<file path="config.mk">
export PLATFORM = sky130hd
export DESIGN_NAME = sram_table_arb_flat
export DESIGN_NICKNAME = d
export VERILOG_FILES = /design/src/rtl/sram_table_arb_if.sv /design/src/rtl/sram_table_arb.sv /design/src/flat_wrapper.sv
export SDC_FILE = /design/constraint.sdc
export NUM_CORES = 1
export LEC_CHECK = 0
export CAP_MARGIN = 20
export CORE_MARGIN = 2
export CORE_UTILIZATION = 32
export CTS_BUF_LIST = sky130_fd_sc_hd__clkbuf_16
export DETAILED_ROUTE_END_ITERATION = 16
export PLACE_DENSITY = 0.84
export SLEW_MARGIN = 20
export SYNTH_ARGS = -nofsm -noshare
export SYNTH_HDL_FRONTEND = slang
export SYNTH_SLANG_ARGS = --single-unit
</file>
<file path="constraint.sdc">
create_clock -name clk -period 2.96 [get_ports clk]
set_clock_uncertainty 0.2 [all_clocks]
set_input_delay 0.592 -clock clk [delete_from_list [all_inputs] [get_ports clk]]
set_output_delay 0.592 -clock clk [all_outputs]
set_load 0.03 [all_outputs]
</file>
<file path="src/rtl/sram_table_arb_if.sv">
// Request/response bundle for the segment-table arbiter: AW/AR lookup ports,
// the config port, the SRAM macro port and the init_done status flag.
interface sram_table_arb_if #(
  parameter int ADDR_W = 16,
  parameter int DATA_W = 23
);
  logic              aw_req;
  logic [ADDR_W-1:0] aw_addr;
  logic              aw_gnt;
  logic              aw_rsp_valid;
  logic [DATA_W-1:0] aw_rsp_data;

  logic              ar_req;
  logic [ADDR_W-1:0] ar_addr;
  logic              ar_gnt;
  logic              ar_rsp_valid;
  logic [DATA_W-1:0] ar_rsp_data;

  logic              cfg_req;
  logic              cfg_we;
  logic [ADDR_W-1:0] cfg_addr;
  logic [DATA_W-1:0] cfg_wdata;
  logic              cfg_gnt;
  logic              cfg_rvalid;
  logic [DATA_W-1:0] cfg_rdata;

  logic              sram_en;
  logic              sram_we;
  logic [ADDR_W-1:0] sram_addr;
  logic [DATA_W-1:0] sram_wdata;
  logic [DATA_W-1:0] sram_rdata;

  logic              init_done;

  // The arbiter side.
  modport slave (
    input  aw_req, aw_addr, ar_req, ar_addr,
    input  cfg_req, cfg_we, cfg_addr, cfg_wdata, sram_rdata,
    output aw_gnt, aw_rsp_valid, aw_rsp_data,
    output ar_gnt, ar_rsp_valid, ar_rsp_data,
    output cfg_gnt, cfg_rvalid, cfg_rdata,
    output sram_en, sram_we, sram_addr, sram_wdata, init_done
  );

  // The requesters plus the SRAM macro.
  modport master (
    output aw_req, aw_addr, ar_req, ar_addr,
    output cfg_req, cfg_we, cfg_addr, cfg_wdata, sram_rdata,
    input  aw_gnt, aw_rsp_valid, aw_rsp_data,
    input  ar_gnt, ar_rsp_valid, ar_rsp_data,
    input  cfg_gnt, cfg_rvalid, cfg_rdata,
    input  sram_en, sram_we, sram_addr, sram_wdata, init_done
  );
endinterface

</file>
<file path="src/rtl/sram_table_arb.sv">
// Single-port SRAM segment-table arbiter: clears the table after reset, then
// shares the SRAM between cfg and AW/AR lookups. Optional: SRAM_TABLE_ARB_STATS_EN.
module sram_table_arb #(
  parameter int ADDR_W     = 16,
  parameter int DATA_W     = 23,
  parameter int INIT_DEPTH = 2**ADDR_W
) (
  input  logic               clk,
  input  logic               rst_n,
  sram_table_arb_if.slave    bus
`ifdef SRAM_TABLE_ARB_STATS_EN
  ,
  input  logic               stat_clr,
  output logic [15:0]        stat_conflicts
`endif
);

  typedef enum logic {ST_INIT, ST_RUN} state_e;

  localparam logic [ADDR_W-1:0] LAST_IDX     = ADDR_W'(INIT_DEPTH - 1);
  localparam logic [2:0]        STARVE_LIMIT = 3'd4;

  state_e            state;
  logic [ADDR_W-1:0] init_idx;
  logic              init_go;
  logic              init_done_q;
  logic [2:0]        starve_cnt;
  logic              rr_ptr;       // 0: AW has priority, 1: AR has priority
  logic              aw_rv, ar_rv, cfg_rv;

  logic in_run, lookup_pend, force_lookup;
  logic gnt_aw, gnt_ar, gnt_cfg;

  assign in_run       = (state == ST_RUN);
  assign lookup_pend  = bus.aw_req | bus.ar_req;
  assign force_lookup = lookup_pend && (starve_cnt == STARVE_LIMIT);

  assign gnt_cfg = in_run && bus.cfg_req && !force_lookup;
  assign gnt_aw  = in_run && !gnt_cfg && bus.aw_req && (!bus.ar_req || !rr_ptr);
  assign gnt_ar  = in_run && !gnt_cfg && bus.ar_req && (!bus.aw_req ||  rr_ptr);

  assign bus.aw_gnt  = gnt_aw;
  assign bus.ar_gnt  = gnt_ar;
  assign bus.cfg_gnt = gnt_cfg;

  // init_go holds off the clear sweep for the first cycle after reset, so the
  // SRAM port stays quiet while rst_n is low.
  always_comb begin
    // NOTE: every output gets a default first so no path leaves it unassigned (no latch).
    bus.sram_en    = 1'b0;
    bus.sram_we    = 1'b0;
    bus.sram_addr  = '0;
    bus.sram_wdata = '0;
    if (state == ST_INIT && init_go) begin
      bus.sram_en   = 1'b1;
      bus.sram_we   = 1'b1;
      bus.sram_addr = init_idx;
    end else if (gnt_cfg) begin
      bus.sram_en    = 1'b1;
      bus.sram_we    = bus.cfg_we;
      bus.sram_addr  = bus.cfg_addr;
      bus.sram_wdata = bus.cfg_we ? bus.cfg_wdata : '0;
    end else if (gnt_aw) begin
      bus.sram_en   = 1'b1;
      bus.sram_addr = bus.aw_addr;
    end else if (gnt_ar) begin
      bus.sram_en   = 1'b1;
      bus.sram_addr = bus.ar_addr;
    end
  end

  always_ff @(posedge clk or negedge rst_n) begin
    if (!rst_n) begin
      state       <= ST_INIT;
      init_idx    <= '0;
      init_go     <= 1'b0;
      init_done_q <= 1'b0;
      starve_cnt  <= '0;
      rr_ptr      <= 1'b0;
      aw_rv       <= 1'b0;
      ar_rv       <= 1'b0;
      cfg_rv      <= 1'b0;
    end else begin
      // NOTE: non-blocking assignments so every register samples pre-edge values.
      init_go <= 1'b1;
      aw_rv   <= gnt_aw;
      ar_rv   <= gnt_ar;
      cfg_rv  <= gnt_cfg && !bus.cfg_we;
      case (state)
        ST_INIT: begin
          if (init_go) begin
            if (init_idx == LAST_IDX) begin
              state       <= ST_RUN;
              init_done_q <= 1'b1;
              init_idx    <= '0;
            end else begin
              init_idx <= init_idx + 1'b1;
            end
          end
        end
        ST_RUN: begin
          // Starvation counter tracks cfg wins against a waiting lookup.
          if (gnt_aw || gnt_ar) begin
            starve_cnt <= '0;
            rr_ptr     <= gnt_aw;
          end else if (!lookup_pend) begin
            starve_cnt <= '0;
          end else if (gnt_cfg) begin
            starve_cnt <= starve_cnt + 1'b1;
          end
        end
      endcase
    end
  end

  assign bus.init_done    = init_done_q;
  assign bus.aw_rsp_valid = aw_rv;
  assign bus.ar_rsp_valid = ar_rv;
  assign bus.cfg_rvalid   = cfg_rv;
  assign bus.aw_rsp_data  = aw_rv  ? bus.sram_rdata : '0;
  assign bus.ar_rsp_data  = ar_rv  ? bus.sram_rdata : '0;
  assign bus.cfg_rdata    = cfg_rv ? bus.sram_rdata : '0;

`ifdef SRAM_TABLE_ARB_STATS_EN
  logic [15:0] conflict_cnt;
  logic        multi_req;

  assign multi_req = (bus.aw_req & bus.ar_req) | (bus.aw_req & bus.cfg_req) |
                     (bus.ar_req & bus.cfg_req);

  always_ff @(posedge clk or negedge rst_n) begin
    if (!rst_n) begin
      conflict_cnt <= '0;
    end else if (stat_clr) begin
      conflict_cnt <= '0;
    end else if (in_run && multi_req && conflict_cnt != 16'hFFFF) begin
      conflict_cnt <= conflict_cnt + 16'd1;
    end
  end

  assign stat_conflicts = conflict_cnt;
`endif

endmodule

</file>
<file path="src/flat_wrapper.sv">
// flat-port wrapper written by rule: the top's interface ports become plain ports
module sram_table_arb_flat 
#(
  parameter int ADDR_W     = 16,
  parameter int DATA_W     = 23,
  parameter int INIT_DEPTH = 2**ADDR_W
)
  (clk, rst_n, bus_aw_req, bus_aw_addr, bus_ar_req, bus_ar_addr, bus_cfg_req, bus_cfg_we, bus_cfg_addr, bus_cfg_wdata, bus_sram_rdata, bus_aw_gnt, bus_aw_rsp_valid, bus_aw_rsp_data, bus_ar_gnt, bus_ar_rsp_valid, bus_ar_rsp_data, bus_cfg_gnt, bus_cfg_rvalid, bus_cfg_rdata, bus_sram_en, bus_sram_we, bus_sram_addr, bus_sram_wdata, bus_init_done);
  sram_table_arb_if #(.ADDR_W(ADDR_W), .DATA_W(DATA_W)) bus_i ();
  input  logic clk;
  input  logic rst_n;
  input wire logic [$bits(bus_i.aw_req)-1:0] bus_aw_req;
  input wire logic [$bits(bus_i.aw_addr)-1:0] bus_aw_addr;
  input wire logic [$bits(bus_i.ar_req)-1:0] bus_ar_req;
  input wire logic [$bits(bus_i.ar_addr)-1:0] bus_ar_addr;
  input wire logic [$bits(bus_i.cfg_req)-1:0] bus_cfg_req;
  input wire logic [$bits(bus_i.cfg_we)-1:0] bus_cfg_we;
  input wire logic [$bits(bus_i.cfg_addr)-1:0] bus_cfg_addr;
  input wire logic [$bits(bus_i.cfg_wdata)-1:0] bus_cfg_wdata;
  input wire logic [$bits(bus_i.sram_rdata)-1:0] bus_sram_rdata;
  output wire logic [$bits(bus_i.aw_gnt)-1:0] bus_aw_gnt;
  output wire logic [$bits(bus_i.aw_rsp_valid)-1:0] bus_aw_rsp_valid;
  output wire logic [$bits(bus_i.aw_rsp_data)-1:0] bus_aw_rsp_data;
  output wire logic [$bits(bus_i.ar_gnt)-1:0] bus_ar_gnt;
  output wire logic [$bits(bus_i.ar_rsp_valid)-1:0] bus_ar_rsp_valid;
  output wire logic [$bits(bus_i.ar_rsp_data)-1:0] bus_ar_rsp_data;
  output wire logic [$bits(bus_i.cfg_gnt)-1:0] bus_cfg_gnt;
  output wire logic [$bits(bus_i.cfg_rvalid)-1:0] bus_cfg_rvalid;
  output wire logic [$bits(bus_i.cfg_rdata)-1:0] bus_cfg_rdata;
  output wire logic [$bits(bus_i.sram_en)-1:0] bus_sram_en;
  output wire logic [$bits(bus_i.sram_we)-1:0] bus_sram_we;
  output wire logic [$bits(bus_i.sram_addr)-1:0] bus_sram_addr;
  output wire logic [$bits(bus_i.sram_wdata)-1:0] bus_sram_wdata;
  output wire logic [$bits(bus_i.init_done)-1:0] bus_init_done;
  assign bus_i.aw_req = bus_aw_req;
  assign bus_i.aw_addr = bus_aw_addr;
  assign bus_i.ar_req = bus_ar_req;
  assign bus_i.ar_addr = bus_ar_addr;
  assign bus_i.cfg_req = bus_cfg_req;
  assign bus_i.cfg_we = bus_cfg_we;
  assign bus_i.cfg_addr = bus_cfg_addr;
  assign bus_i.cfg_wdata = bus_cfg_wdata;
  assign bus_i.sram_rdata = bus_sram_rdata;
  assign bus_aw_gnt = bus_i.aw_gnt;
  assign bus_aw_rsp_valid = bus_i.aw_rsp_valid;
  assign bus_aw_rsp_data = bus_i.aw_rsp_data;
  assign bus_ar_gnt = bus_i.ar_gnt;
  assign bus_ar_rsp_valid = bus_i.ar_rsp_valid;
  assign bus_ar_rsp_data = bus_i.ar_rsp_data;
  assign bus_cfg_gnt = bus_i.cfg_gnt;
  assign bus_cfg_rvalid = bus_i.cfg_rvalid;
  assign bus_cfg_rdata = bus_i.cfg_rdata;
  assign bus_sram_en = bus_i.sram_en;
  assign bus_sram_we = bus_i.sram_we;
  assign bus_sram_addr = bus_i.sram_addr;
  assign bus_sram_wdata = bus_i.sram_wdata;
  assign bus_init_done = bus_i.init_done;
  sram_table_arb #(.ADDR_W(ADDR_W), .DATA_W(DATA_W), .INIT_DEPTH(INIT_DEPTH)) u_core (.clk(clk), .rst_n(rst_n), .bus(bus_i));
endmodule
</file>
==> reports/qor.txt, run 1 <==
post-synthesis adder-cell area fraction - 0.0156
HP Class - reg -> reg
worst slew pin tran - 0.613 ns
time the worst path needs with I/O delays and setup - 2.85 ns
RSZ-0062 raised after global routing - no
cts bufs inserted - 3
sequential share of power - 0.391
initial core utilization - 0.331
Hold Crit Depth - 1
Clock transition at path regs - 0.07 ns
n_diodes - 0
final-report max-slew violation count - 0
routed len/inst - 19.5 µm
pin count of the biggest net entering global routing - 27
worst path arrival time - 2.06 ns
Crit. End Element - output port
Setup Crit Path Kind - reg -> out
status - completed
Net Count, Synth - 414
grt total ovfl - 0
filler cell count - 600
Die Span Y - 90.7 µm
core area - 0.00725 mm²
post-synthesis sequential area ratio - 0.271
Final setup viols - 0
vias in the first global route - 3202
clk buf depth - 2
Post-Synth XOR/XNOR Area - 0.0401
mapped cell area - 0.00240 mm²
WHS Endpoint - u_core.bus.init_done
synthesis-to-layout area growth - 108%
die area - 0.00822 mm²
clock share of power - 0.240
Yosys reg bits - 26
cell seen most often among critical-path stages - buf_4
fmax - 351 MHz
LEAKAGE - 2.16 nW
logic gate share of total power - 0.369
nets - 631
TNS Setup - 0 ns
vias per cell - 5.19
share of layout cells above drive strength 1 - 0.173
instance area at placement - 0.00484 mm²
later-pin clock latency in the skew report - 0.26 ns
HP Start - u_core.bus.init_done
largest family of logic cells by synthesized area - simple AND/OR/NAND/NOR gates
EDFF count, synth - 0
Data required, critical path - 2.17 ns
CTS H-tree lvls - 1
post-DP HPWL - 10.2 mm
Critical R2R Launch - u_core.in_run
DRT Pass-1 Iters - 5
Clock Tree Root - clkbuf_16
Cells after Synth - 311
Antenna Nets Post-Route - 0
Max Fanout on Critical Path - 13
# hold bufs at CTS - 0
final hold viol count - 0
Overall Global Routing Usage - 0.284
RD Place Congestion - 0.935
Max Cap Violations - 0
Relative slew margins - 0.591
utilization after layout - 0.688
post-synth cell types - 42
first-pass GRT wire length - 18.4 mm
Async SR Flop Fraction - 1.00
I/O Buffers - 216
setup ws final - 0.108 ns
ys flop type - dfrtp_1
Synth warnings - 0
period utilization - 0.964
sw power - 0.425 mW
FF-to-FF setup slack - 0.68 ns
Power Density - 249 mW/mm²
internal power - 0.820 mW
reg2reg end - u_core.init_idx[12]
Startpoint Class - register
syn avg cell area - 7.73 µm²
simple-gate area share of the yosys netlist - 0.433
CTS sink count - 26
worst slack, placed - -0.140 ns
routed vias - 3242
antenna violations before repair - 0
Post-Layout Inst Area - 0.00499 mm²
Pwr Total - 1.25 mW
Sw Ratio - 0.341
final WL - 12.2 mm
post-synthesis compound-gate area fraction - 0.167
CP peak stage delay - 0.58 ns
Worst IR Drop VDD - 0.270 mV
crit-path cells - nor2b_2 -> buf_4 -> a221oi_1 -> a22oi_1 -> buf_4
initial DRC count - 200
IO Pins - 217
critical path's slowest cell - dfrtp_1
# DRC - 0
row cnt - 31
reg2reg path depth - 5
CTS tree - yes
mux share of post-synthesis cell area - 0.00416
Die W - 90.7 µm
-- metal layers --
| metal | routed length (µm) | track usage |
|---|---|---|
| met1 | 4460 | 0.322 |
| met2 | 6470 | 0.534 |
| met4 | 420 | 0.0769 |
| met3 | 843 | 0.0584 |
| met5 | 0 | 0 |
-- cells by family after synthesis --
family / count (synthesis)
AND/OR/NAND/NOR: 174
AO/OA/AOI/OAI: 58
buffers and inverters: 37
flip-flops: 26
XOR/XNOR: 11
adder cells (fa/ha/maj): 3
other: 1
multiplexers: 1
-- synth_stat cells, types with 2 or more instances --
cell type	instances	area [µm²]
a21boi_2	2	22.5
a21o_1	2	15.0
a21oi_1	15	75.1
a221oi_1	16	140
a22oi_1	2	15.0
a32oi_1	3	26.3
and2_1	70	438
and3_1	23	144
buf_2	8	40.0
buf_4	2	15.0
clkbuf_1	17	63.8
dfrtp_1	26	651
ha_1	3	37.5
inv_1	8	30.0
nand2_1	14	52.6
nand2b_1	2	12.5
nand3_1	7	35.0
nand4_1	20	125
nor2_1	18	67.6
nor3_1	4	20.0
nor4_1	7	43.8
o21ai_0	12	60.1
o31ai_1	2	15.0
xnor2_1	8	70.1
xor2_1	3	26.3
-- flip-flops by register name, summed over array words and instances, names as in the netlist --
name,cells
u_core.bus.cfg_rvalid,1
u_core.bus.aw_rsp_valid,1
u_core.bus.init_done,1
u_core.init_idx,16
u_core.bus.ar_rsp_valid,1
u_core.init_go,1
u_core.rr_ptr,1
u_core.in_run,1
u_core.starve_cnt,3
-- metrics by stage --
step                      hold slack [ns]  std cells
after floorplan                    0.0964        311
after global placement              0.248        622
after detailed placement            0.262        622
after CTS                           0.284        625
after global routing                0.298        625
final                               0.277        625
-- worst max path at each step --
stage                               from                end  slack (ns)  depth (start not counted)
global route               u_core.in_run  bus_sram_addr[13]        0.01                          5
floorplan                     bus_ar_req   bus_sram_addr[0]        0.18                          6
CTS                 u_core.starve_cnt[0]  bus_sram_addr[13]        0.06                          9
finish                     u_core.in_run   bus_sram_addr[3]        0.11                          5
detailed placement           bus_cfg_req        bus_sram_en       -0.14                          5
global placement             bus_cfg_req        bus_sram_en       -0.11                          5
-- critical path: cells and delay by family, from the launching register on --
kind | cells | cell delay, ns
AOI/OAI and AO/OA | 2 | 0.24
buffers and inverters | 2 | 0.46
DFF | 1 | 0.58
and+or+nand+nor | 1 | 0.53
-- cell type report --
cell class                      count  area, µm²  share of cell area
Timing Repair Buffer              240       2440               0.490
Sequential cell                    26        651               0.130
Multi-Input combinational cell    248       1660               0.333
Tap cell                           99        124              0.0248
Inverter                            9       36.3             0.00727
Clock buffer                        3       75.1              0.0150
-- timing repair --
action / 4_1_cts / 5_1_grt
gates resized for setup: 11 / 6
buffers inserted: 0 / 0
setup endpoints to repair: 27 / 15
pin swaps: 1 / 1
-- power groups by stage --
stage	sequential, mW	clock, mW	combinational, mW
detailed placement	0.489	0	0.453
CTS	0.482	0.306	0.457
global placement	0.488	0	0.443
floorplan	0.431	0	0.239
global route	0.493	0.318	0.493
finish	0.487	0.299	0.459
-- cell usage in the layout (no fill, tap or decap), drive strengths merged --
cell type      netlist  final
clkdlybuf4s50        0    169
buf                 11     68
nand2b               2      2
nand4               21     21
a21o                 2      2
nand4b               1      1
dlygate4sd2          0      3
o31ai                2      2
a21boi               2      2
or2                  1      1
nor3                 4      4
or4b                 1      1
dfrtp               26     26
o41ai                1      1
and2                70     70
nor4                 7      7
mux2i                1      1
o211ai               1      1
nand3                8      8
nor2b                1      1
and3                25     25
nand2               14     14
nor2                18     18
o21ai               13     13
a221oi              16     16
or3                  1      1
a32oi                3      3
inv                  9      9
ha                   3      3
xor2                 3      3
conb                 1      1
a21bo                1      1
a22oi                2      2
a21oi               15     15
xnor2                8      8
clkbuf              17      3
Note: power is estimated with default switching activity, not from simulation.
==> inputs of run 2 (changes only) <==
CORE_UTILIZATION = 29   (was 32)
PLACE_DENSITY = 0.8   (was 0.84)
SLEW_MARGIN = unset   (was 20)
clock period = 2.6 ns   (was 2.96 ns; I/O delays follow)
==> reports/qor.txt, run 2 (synthesis gave the netlist of run 1 again) <==
setup ws final - -0.0712 ns (was 0.108 ns)
Relative slew margins - 0.647 (was 0.591)
share of layout cells above drive strength 1 - 0.244 (was 0.173)
final-report max-slew violation count - 0 (unchanged)
sw power - 0.493 mW (was 0.425 mW)
dpl cells - 634 (was 622)
reg2reg path depth - 5 (unchanged)
max FFs per register - 16 (unchanged)
RD Place Congestion - 0.911 (was 0.935)
Clock transition at path regs - 0.06 ns (was 0.07 ns)
Pwr Total - 1.45 mW (was 1.25 mW)
RSZ-0062 raised after global routing - yes (was no)
final hold viol count - 0 (unchanged)
nets - 645 (was 631)
vias per cell - 5.05 (was 5.19)
synthesis-to-layout area growth - 122% (was 108%)
crit-path cells - inv_2 -> ha_4 -> a21bo_2 -> and3_4 -> buf_12 -> a221oi_4 -> a21oi_2 -> buf_6 (was nor2b_2 -> buf_4 -> a221oi_1 -> a22oi_1 -> buf_4)
vias in the first global route - 3127 (was 3202)
CP startpoint - u_core.starve_cnt[0] (was u_core.in_run)
fmax - 374 MHz
Regs by FF count - u_core.init_idx x16, u_core.starve_cnt x3 (unchanged)
Final setup viols - 16 (was 0)
# DRC - 0 (unchanged)
Critical R2R Launch - u_core.in_run (unchanged)
pin count of the biggest net entering global routing - 27 (unchanged)
Sw Ratio - 0.341 (about the same)
first-pass GRT wire length - 16.3 mm (was 18.4 mm)
Finished Layout Cells - 646 (was 625)
# hold bufs at CTS - 0 (unchanged)
grt total ovfl - 0 (unchanged)
row cnt - 33 (was 31)
Power Density - 272 mW/mm² (was 249 mW/mm²)
Worst IR Drop VDD - 0.324 mV (was 0.270 mV)
CTS H-tree lvls - 1 (unchanged)
worst path arrival time - 1.95 ns (was 2.06 ns)
later-pin clock latency in the skew report - 0.26 ns (about the same)
Setup crit end - bus_sram_addr[10] (was bus_sram_addr[3])
IO Pins - 217 (unchanged)
WP buf/inv - 3 (was 2)
LEAKAGE - 2.32 nW (was 2.16 nW)
number of cells on the critical path - 8 (was 5)
clock share of power - 0.242 (was 0.240)
Setup Crit Path Kind - reg -> out (unchanged)
die area - 0.00903 mm² (was 0.00822 mm²)
time the worst path needs with I/O delays and setup - 2.67 ns
internal power - 0.953 mW (was 0.820 mW)
reg2reg end - u_core.init_idx[14] (was u_core.init_idx[12])
Max Fanout on Critical Path - 10 (was 13)
clk buf depth - 2 (unchanged)
post-DP HPWL - 8.91 mm (was 10.2 mm)
initial core utilization - 0.295 (was 0.331)
failing checks - setup timing
delay-heaviest family, CP - compound AO/OA/AOI/OAI gates (was flip-flops)
n_diodes - 0 (unchanged)
cts bufs inserted - 3 (unchanged)
critical path's slowest cell - dfrtp_1 (unchanged)
sequential share of power - 0.380 (was 0.391)
CP peak stage delay - 0.37 ns (was 0.58 ns)
Most flops, register - u_core.init_idx (unchanged)
logic gate share of total power - 0.379 (was 0.369)
HP Class - reg -> reg (unchanged)
DRT Pass-1 Iters - 5 (unchanged)
CTS tree - yes (unchanged)
worst slew pin tran - 0.525 ns (was 0.613 ns)
Clock Tree Root - clkbuf_16 (unchanged)
Max Cap Violations - 0 (unchanged)
HP Start - u_core.bus.init_done (unchanged)
routed vias - 3264 (was 3242)
Antenna Nets Post-Route - 0 (unchanged)
Die W - 95.0 µm (was 90.7 µm)
Die Span Y - 95.0 µm (was 90.7 µm)
final WL - 11.4 mm (was 12.2 mm)
FF-to-FF setup slack - 0.49 ns (was 0.68 ns)
commonest non-fill, non-tap cell in the layout - clkdlybuf4s50_1 (unchanged)
initial DRC count - 269 (was 200)
I/O Buffers - 216 (unchanged)
most frequent cells in the layout - clkdlybuf4s50_1 (160), and2_1 (70), buf_4 (60) (was clkdlybuf4s50_1 (169), and2_1 (70), buf_4 (50))
core area - 0.00813 mm² (was 0.00725 mm²)
Startpoint Class - register (unchanged)
Data required, critical path - 1.88 ns (was 2.17 ns)
Overall Global Routing Usage - 0.231 (was 0.284)
period utilization - 1.03
Crit. End Element - output port (unchanged)
routed len/inst - 17.7 µm (was 19.5 µm)
utilization after layout - 0.655 (was 0.688)
CTS sink count - 26 (unchanged)
antenna violations before repair - 0 (unchanged)
status - finished with violations (was completed)
-- run 2: changes by cell type in the layout (fill, tap and decap cells not counted), moves of 6 or more --
| cell | change |
|---|---|
| buf_6 | +14 |
| buf_4 | +10 |
| a221oi_4 | +9 |
| clkdlybuf4s50_1 | -9 |
| a21oi_1 | -8 |
| a21oi_2 | +8 |
| a221oi_1 | -8 |
| o21ai_0 | -6 |
-- run 2: how the worst min path moves through the flow --
| stage | endpoint | slack [ns] | cells after the start |
|---|---|---|---|
| final | u_core.bus.init_done | 0.27 | 1 |
| after detailed placement | u_core.bus.init_done | 0.26 | 1 |
| after CTS | u_core.bus.init_done | 0.27 | 1 |
| after global routing | u_core.bus.init_done | 0.30 | 1 |
| after floorplan | u_core.bus.ar_rsp_valid | 0.02 | 0 |
| after global placement | u_core.bus.init_done | 0.25 | 1 |
-- run 2: final cells by class --
| type | count | area (µm²) |
|---|---|---|
| clock buffer | 3 | 75.1 |
| clock inverter | 1 | 3.75 |
| fill | 660 | 2810 |
| inverter | 9 | 38.8 |
| multi-input combinational | 248 | 1880 |
| sequential | 26 | 651 |
| tap | 105 | 131 |
| timing repair buffer | 254 | 2550 |
-- run 2: through the flow --
| step | hold slack [ns] | TNS [ns] | area [µm²] | setup WS, ns |
|---|---|---|---|---|
| 2_1_floorplan | 0.0244 | 0 | 2430 | 0.0604 |
| 3_3_place_gp | 0.254 | -7.21 | 4850 | -0.273 |
| 3_5_place_dp | 0.258 | -8.02 | 4850 | -0.327 |
| 4_1_cts | 0.273 | -0.377 | 5200 | -0.0718 |
| 5_1_grt | 0.300 | -3.01 | 5330 | -0.152 |
| 6_report | 0.274 | -0.557 | 5330 | -0.0712 |
-- run 2: what timing repair did --
action                     CTS  global route
buffers inserted             6             2
cloned                       1             0
resized for setup           49            16
pin swaps                   26             5
setup endpoints to repair   43            43
-- run 2: power groups by stage --
stage	Sequential (mW)	Combinational, mW	Clock [mW]
after floorplan	0.491	0.278	0
after global placement	0.552	0.494	0
after detailed placement	0.554	0.501	0
after CTS	0.548	0.533	0.349
after global routing	0.562	0.590	0.371
final	0.549	0.548	0.350
-- run 2: routing by layer --
| metal | vias up | track usage | share of wire |
|---|---|---|---|
| met5 | - | 0 | 0 |
| met4 | 0 | 0.0302 | 0.0050 |
| met3 | 6 | 0.0451 | 0.083 |
| met2 | 139 | 0.418 | 0.52 |
| met1 | 1544 | 0.292 | 0.39 |
| li1 | 1575 | - | - |
